==> config.mk <==
export PLATFORM = sky130hd
export DESIGN_NAME = data_sync_ctrl
export DESIGN_NICKNAME = d
export VERILOG_FILES = /design/src/rtl/data_sync_ctrl.sv
export SDC_FILE = /design/constraint.sdc
export NUM_CORES = 1
export LEC_CHECK = 0
export CAP_MARGIN = 20
export CELL_PAD_IN_SITES_DETAIL_PLACEMENT = 2
export CELL_PAD_IN_SITES_GLOBAL_PLACEMENT = 2
export CORE_ASPECT_RATIO = 1.1
export CORE_UTILIZATION = 27
export CTS_CLUSTER_DIAMETER = 150
export DETAILED_ROUTE_END_ITERATION = 6
export PLACE_DENSITY = 0.75
export SYNTH_ARGS = -nofsm -noshare
export SYNTH_HDL_FRONTEND = slang
export SYNTH_SLANG_ARGS = --single-unit
==> constraint.sdc <==
create_clock -name CLK -period 1.4 [get_ports CLK]
set_input_delay 0.28 -clock CLK [delete_from_list [all_inputs] [get_ports CLK]]
set_output_delay 0.28 -clock CLK [all_outputs]
set_load 0.02 [all_outputs]
==> src/rtl/data_sync_ctrl.sv <==
// Destination-side controller for a toggle-handshake multi-bit synchronizer.
// Optional macro DSC_INT_SYNC_EN adds NUM_STAGES internal synchronizer flops on REQ_TOG.
module data_sync_ctrl #(
  parameter int BUS_WIDTH  = 8,
  parameter int NUM_STAGES = 2,
  parameter int CNT_WIDTH  = 8
) (
  input  logic                 CLK,
  input  logic                 RST,
  input  logic                 REQ_TOG,
  input  logic [BUS_WIDTH-1:0] UNSYNC_BUS,
  input  logic                 DST_READY,
  input  logic                 CLR_ERR,
  output logic [BUS_WIDTH-1:0] SYNC_BUS,
  output logic                 DATA_VALID,
  output logic                 ENABLE_PULSE,
  output logic                 ACK_TOG,
  output logic                 BUSY,
  output logic                 OVERRUN,
  output logic [CNT_WIDTH-1:0] XFER_CNT
);

  typedef enum logic {IDLE, HOLD} state_t;

  state_t state;
  logic   req_s;
  logic   req_prev;
  logic   req_edge;

  if (NUM_STAGES < 2) begin : g_stage_chk
    $error("data_sync_ctrl: NUM_STAGES must be >= 2");
  end

`ifdef DSC_INT_SYNC_EN
  logic [NUM_STAGES-1:0] sync_pipe;

  always_ff @(posedge CLK or negedge RST) begin
    if (!RST) sync_pipe <= '0;
    else      sync_pipe <= {sync_pipe[NUM_STAGES-2:0], REQ_TOG};
  end

  assign req_s = sync_pipe[NUM_STAGES-1];
`else
  assign req_s = REQ_TOG;
`endif

  assign req_edge = req_s ^ req_prev;

  always_ff @(posedge CLK or negedge RST) begin
    if (!RST) begin
      state        <= IDLE;
      req_prev     <= 1'b0;
      SYNC_BUS     <= '0;
      DATA_VALID   <= 1'b0;
      ENABLE_PULSE <= 1'b0;
      ACK_TOG      <= 1'b0;
      BUSY         <= 1'b0;
      OVERRUN      <= 1'b0;
      XFER_CNT     <= '0;
    end else begin
      req_prev     <= req_s;
      ENABLE_PULSE <= 1'b0;
      // A toggle while the previous word is still held is dropped; set beats clear.
      if (state == HOLD && req_edge) OVERRUN <= 1'b1;
      else if (CLR_ERR)              OVERRUN <= 1'b0;
      case (state)
        IDLE: begin
          if (req_edge) begin
            SYNC_BUS     <= UNSYNC_BUS;
            DATA_VALID   <= 1'b1;
            ENABLE_PULSE <= 1'b1;
            BUSY         <= 1'b1;
            state        <= HOLD;
          end
        end
        HOLD: begin
          if (DST_READY) begin
            ACK_TOG    <= ~ACK_TOG;
            DATA_VALID <= 1'b0;
            BUSY       <= 1'b0;
            XFER_CNT   <= XFER_CNT + 1'b1;
            state      <= IDLE;
          end
        end
        default: state <= IDLE;
      endcase
    end
  end

endmodule

==> impl_metrics.py <==
metrics = {
    "die": {
        "dieArea_um2": 3500,
        "io_pins": 34,
        "core_area_um2": 3070,
        "fp.dieW_um": 56.5,
        "floorplan.die.height_um": 61.9,
        "rows": 21,
        "start_util_pct": 28.7,
    },
    "drt": {
        "wl_mm": 2.10,
        "drt_iter0_markers": 9,
        "detail-route-antenna-nets": 0,
        "avgViaCountPerCell": 4.49,
        "vias": 628,
        "wire_per_inst_um": 15.0,
        "drt_first_pass_iters": 2,
        "drc": 0,
    },
    "global_route": {
        "antenna_found_initial": 0,
        "grt_max_degree": 23,
        "grt_pass1_wl_mm": 3.48,
        "overflow": 0,
        "grt_pass1_vias": 708,
        "grt_use_total_pct": 13.9,
    },
    "yosys": {
        "syn_inst": 60,
        "synth.distinct_cells": 19,
        "yosys_register_bits": 22,
        "syn_area_um2": 881,
        "synth-seq-area-share_pct": 62.5,
        "avgSynthCellArea_um2": 14.7,
        "ys.warnings.count": 0,
        "synth_nets": 74,
    },
    "worst_setup_path": {
        "path_buf_inv": 1,
        "cp_max_fo": 4,
        "cp_top_family": "flip-flops",
        "r2r_cells": 4,
        "worst-path-stages": 1,
        "cpMaxStageDelayCell": "dfrtp_1",
        "cp-start-kind": "flop",
        "path_cells": "dlygate4sd2_1",
        "critPathArrivalTime_ns": 1.06,
        "worstPathRequired_ns": 1.12,
        "path_class": "reg -> out",
        "cp_slowest_stage_delay_ns": 0.42,
        "crit_path_end_kind": "primary output",
    },
    "sta": {
        "finClkSkew_ns": 0.00908,
        "min_period_ns": 1.34,
        "rsz0062_at_grt": "no",
        "finalSetupViolations": 0,
        "clock.fmax_ghz": 0.749,
        "slew_violations": 0,
        "finalCritPeriodShare_pct": 95.4,
        "final_hold_viol_count": 0,
        "worst_pin_slew_ns": 0.297,
        "max_slew_margin_pct": 80.2,
        "tns_ns": 0,
    },
    "layout": {
        "layout-drive-gt1-share_pct": 26.4,
        "num_antenna_cells": 0,
        "final_common_cell": "dfrtp_1",
        "area_growth_pct": 54.7,
        "final_cell_mix": "dfrtp_1, dlygate4sd2_1, clkdlybuf4s50_1",
        "nets": 121,
        "stdcell_area_um2": 1360,
    },
    "clocking": {
        "path_clk_slew_ns": 0.13,
        "cts-root-buf": "clkbuf_4",
        "cts_hold_buf": 0,
        "cts_buffer_depth": 2,
        "clk_latency_ns": 0.31,
        "htreeDepth": 1,
        "cts_sinks": 22,
        "cts_tree": "built",
        "cts_made_buffers": 3,
    },
    "power_and_ir_drop": {
        "p_switching_uw": 913,
        "pwr-share-clk_pct": 18.6,
        "power.density_nw_per_um2": 1920,
        "combPwrFrac_pct": 43.4,
        "ir_worst_vdd_mv": 0.852,
        "p_sw_share_pct": 34.9,
        "intPower_mw": 1.70,
        "power_mw": 2.62,
        "leakage_nw": 0.663,
        "p_seq_share_pct": 38.0,
    },
    "outcome": {
        "status": "complete, no violations",
    },
    "min_path": {
        "hold_class": "in -> reg",
        "holdPathStages": 1,
    },
    "flow_run": {
        "drv_cap": 0,
    },
    "place": {
        "gp_congestion": 0.672,
        "port_buffers": 33,
        "post-dp-hpwl_mm": 1.60,
        "post_dp_cell_area_um2": 1320,
    },
}
## state kept, by name (all words and copies together) (netlist names)
| name | flops |
|---|---|
| XFER_CNT | 8 |
| req_prev | 1 |
| state | 1 |
| ENABLE_PULSE | 1 |
| BUSY | 1 |
| OVERRUN | 1 |
| SYNC_BUS | 8 |
| ACK_TOG | 1 |
## synth_stat cells
cell / number / share of area (%)
nand2_1: 6 / 2.6
buf_4: 1 / 0.85
xnor2_1: 6 / 6.0
ha_1: 1 / 1.4
buf_6: 1 / 1.3
mux2_4: 8 / 14
nor3_1: 1 / 0.57
xor2_1: 3 / 3.0
nand3_1: 1 / 0.57
o21ai_0: 1 / 0.57
and2b_1: 1 / 0.85
and3_1: 1 / 0.71
and4_1: 1 / 0.99
nor2_1: 1 / 0.43
o21a_1: 2 / 1.7
inv_1: 1 / 0.43
nand4_1: 1 / 0.71
mux2_2: 1 / 1.3
dfrtp_1: 22 / 63
## routing by layer
layer	vias up	share of wire [%]	global-route usage [%]
met5	-	0	0
met4	0	1.1	6.27
met3	2	5.0	4.14
met2	19	53	25.0
met1	316	41	15.4
li1	291	-	-
## cell families after synthesis
| group | after synthesis | share of synthesized area, % |
|---|---|---|
| flip-flops | 22 | 62.5 |
| AND/OR/NAND/NOR | 13 | 7.39 |
| XOR/XNOR | 9 | 8.95 |
| multiplexers | 9 | 14.9 |
| AO/OA/AOI/OAI | 3 | 2.27 |
| buffers and inverters | 3 | 2.56 |
| adder cells (fa/ha/maj) | 1 | 1.42 |
## area by class of cell
| class | instances | area [µm²] |
|---|---|---|
| inverters | 1 | 3.75 |
| flip-flops and latches | 22 | 551 |
| well taps | 34 | 42.5 |
| clock inverters | 1 | 30.0 |
| multi-input cells | 35 | 314 |
| clock buffers | 3 | 22.5 |
| fillers | 329 | 1710 |
| repair buffers | 44 | 399 |
## what timing repair did
item / CTS / global route
pin swaps: 1 / 1
hold endpoints to repair: 0 / 0
resized for setup: 22 / 10
setup endpoints to repair: 29 / 14
setup buffers: 1 / 0
## stage by stage
stage / std cells / utilization, % / hold WS (ns) / worst slack (ns)
2_1_floorplan: 60 / - / -0.0156 / 0.127
5_1_grt: 140 / 44.3 / 0.104 / 0.00190
4_1_cts: 140 / 44.2 / 0.306 / 0.0186
3_3_place_gp: 135 / 43.0 / 0.461 / -0.308
3_5_place_dp: 135 / 43.0 / 0.473 / -0.380
6_report: 140 / 44.3 / 0.119 / 0.0647
## power by group through the flow
stage               Clock, mW  Combinational, mW  Sequential [mW]
finish                  0.487               1.14            0.994
global route            0.542               1.23             1.03
CTS                     0.513               1.16            0.999
detailed placement          0               1.30             1.01
global placement            0               1.26             1.01
floorplan                   0              0.353             1.28
## path summary, 6_finish.rpt
kind / startpoint / endpoint / slack (ns)
worst max-delay path: XFER_CNT[1] / XFER_CNT[1] / 0.06
min in group asynchronous: RST / SYNC_BUS[2] / 0.31
worst min-delay path: REQ_TOG / req_prev / 0.12
worst min register to register: XFER_CNT[7] / XFER_CNT[7] / 0.48
max in group asynchronous: RST / XFER_CNT[0] / 0.85
worst max register to register: req_prev / SYNC_BUS[7] / 0.07
Note: power is estimated with default switching activity, not from simulation.
==> RTL edit (same settings) <==
Add a define of `DSC_INT_SYNC_EN`.
--- a/src/rtl/data_sync_ctrl.sv
+++ b/src/rtl/data_sync_ctrl.sv
@@ -1,4 +1,6 @@
 // Destination-side controller for a toggle-handshake multi-bit synchronizer.
 // Optional macro DSC_INT_SYNC_EN adds NUM_STAGES internal synchronizer flops on REQ_TOG.
+`define DSC_INT_SYNC_EN
+
 module data_sync_ctrl #(
   parameter int BUS_WIDTH  = 8,
Formal check against the unedited RTL: not equivalent (a bounded check fails within 4 cycles, from zero or initial values and one cycle with RST low).
==> RTL edit against the original RTL <==
  * The flow now finishes with violations (DRC)
  * Die area increased by 5.5%
  * Setup slack got worse by 0.014 ns
  * Sequential power increased by 5%
  * Routed wire length decreased by 0.38%
  * Synthesized cell count increased by 3.3%
  * First-iteration DRC count increased by 22%
  * Power increased by 2.2%
  * Design area increased by 3.2%
  * Synthesized area increased by 5.7%
  * Sequential cell count increased by 2
  * Largest cell class unchanged
  * Largest power group unchanged
==> RTL edit: results (changes against the original RTL) <==
* Multiplexer share of the synthesized area at 14.11% (was 14.91%)
* Final worst slack at 0.05023 ns (was 0.06466 ns)
* Switching fraction of total power at 34.36% (was 34.87%)
* Post-Synth XOR/XNOR Area at 8.468% (was 8.949%)
* Status: complete, but fails checks (was completed)
* VDD IR max at 0.5772 mV (was 0.8518 mV)
* Min Hold Slack at 0.3046 ns (was 0.1193 ns)
* Critical Path Start: XFER_CNT[7]$_DFFE_PN0P_ (was XFER_CNT[1]$_DFFE_PN0P_)
* DP Wirelength at 1573 µm (was 1597 µm)
* Placed cells at 138 (was 135)
* Post-synthesis compound-gate area fraction at 2.151% (was 2.273%)
* DP Worst Slack at -0.1074 ns (was -0.3805 ns)
* Vias in the first global route at 699 (was 708)
* Sequential Power Share at 38.9% (was 38.0%)
* # nets final at 122 (was 121)
* Drt total wl at 2088 µm (was 2096 µm)
* Largest net degree at the start of global routing at 25 (was 23)
* Final core occ at 42.58% (was 44.32%)
* Share of cells above drive strength 1 at 24.30% (was 26.42%)
* Failing checks: DRC
* First-pass GRT wire length at 3463 µm (was 3477 µm)
* Dominant cells by area after synthesis: dfrtp_1 (65%), mux2_4 (13%), xnor2_1 (5.6%), xor2_1 (2.8%), nand2_1 (2.4%) (was dfrtp_1 (63%), mux2_4 (14%), xnor2_1 (6.0%), xor2_1 (3.0%), nand2_1 (2.6%))
* Remaining DRCs at 3 (was 0)
* GPL Wtd Cong at 0.7388 (was 0.6715)
* Most instantiated cells after synthesis: dfrtp_1 (24), mux2_4 (8), nand2_1 (6), xnor2_1 (6), xor2_1 (3) (was dfrtp_1 (22), mux2_4 (8), nand2_1 (6), xnor2_1 (6), xor2_1 (3))
* Adder-Cell Fraction of Synth Area at 1.344% (was 1.420%)
* Via density per instance at 4.545 (was 4.486)
## RTL edit: repair_timing
item / CTS / global route
setup endpoints to repair: 21 / 13
setup buffers: 0 / 1
cloned: 0 / 0
resized for setup: 22 / 8
## RTL edit: cells by family after synthesis
family / after synthesis
muxes: 9
DFF: 24
adders and majority gates: 1
xor gates and xnor gates: 9
and+or+nand+nor: 13
buffers and inverters: 3
AOI/OAI and AO/OA: 3
## RTL edit: layout make-up
class / instances / area [µm²]
clock buffer: 3 / 22.52
clock inverter: 1 / 30.03
fill: 357 / 1897
inverter: 1 / 3.754
multi-input combinational: 35 / 315.3
sequential: 24 / 600.6
tap: 36 / 45.04
timing repair buffer: 43 / 389.1
## RTL edit: layer usage
layer  GRT usage (%)  up-vias  wire length, µm
met1           15.41      335              849
li1                -      292                -
met5               0        -                0
met4           3.571        0               11
met3           2.669        2              117
met2           21.70       21             1110
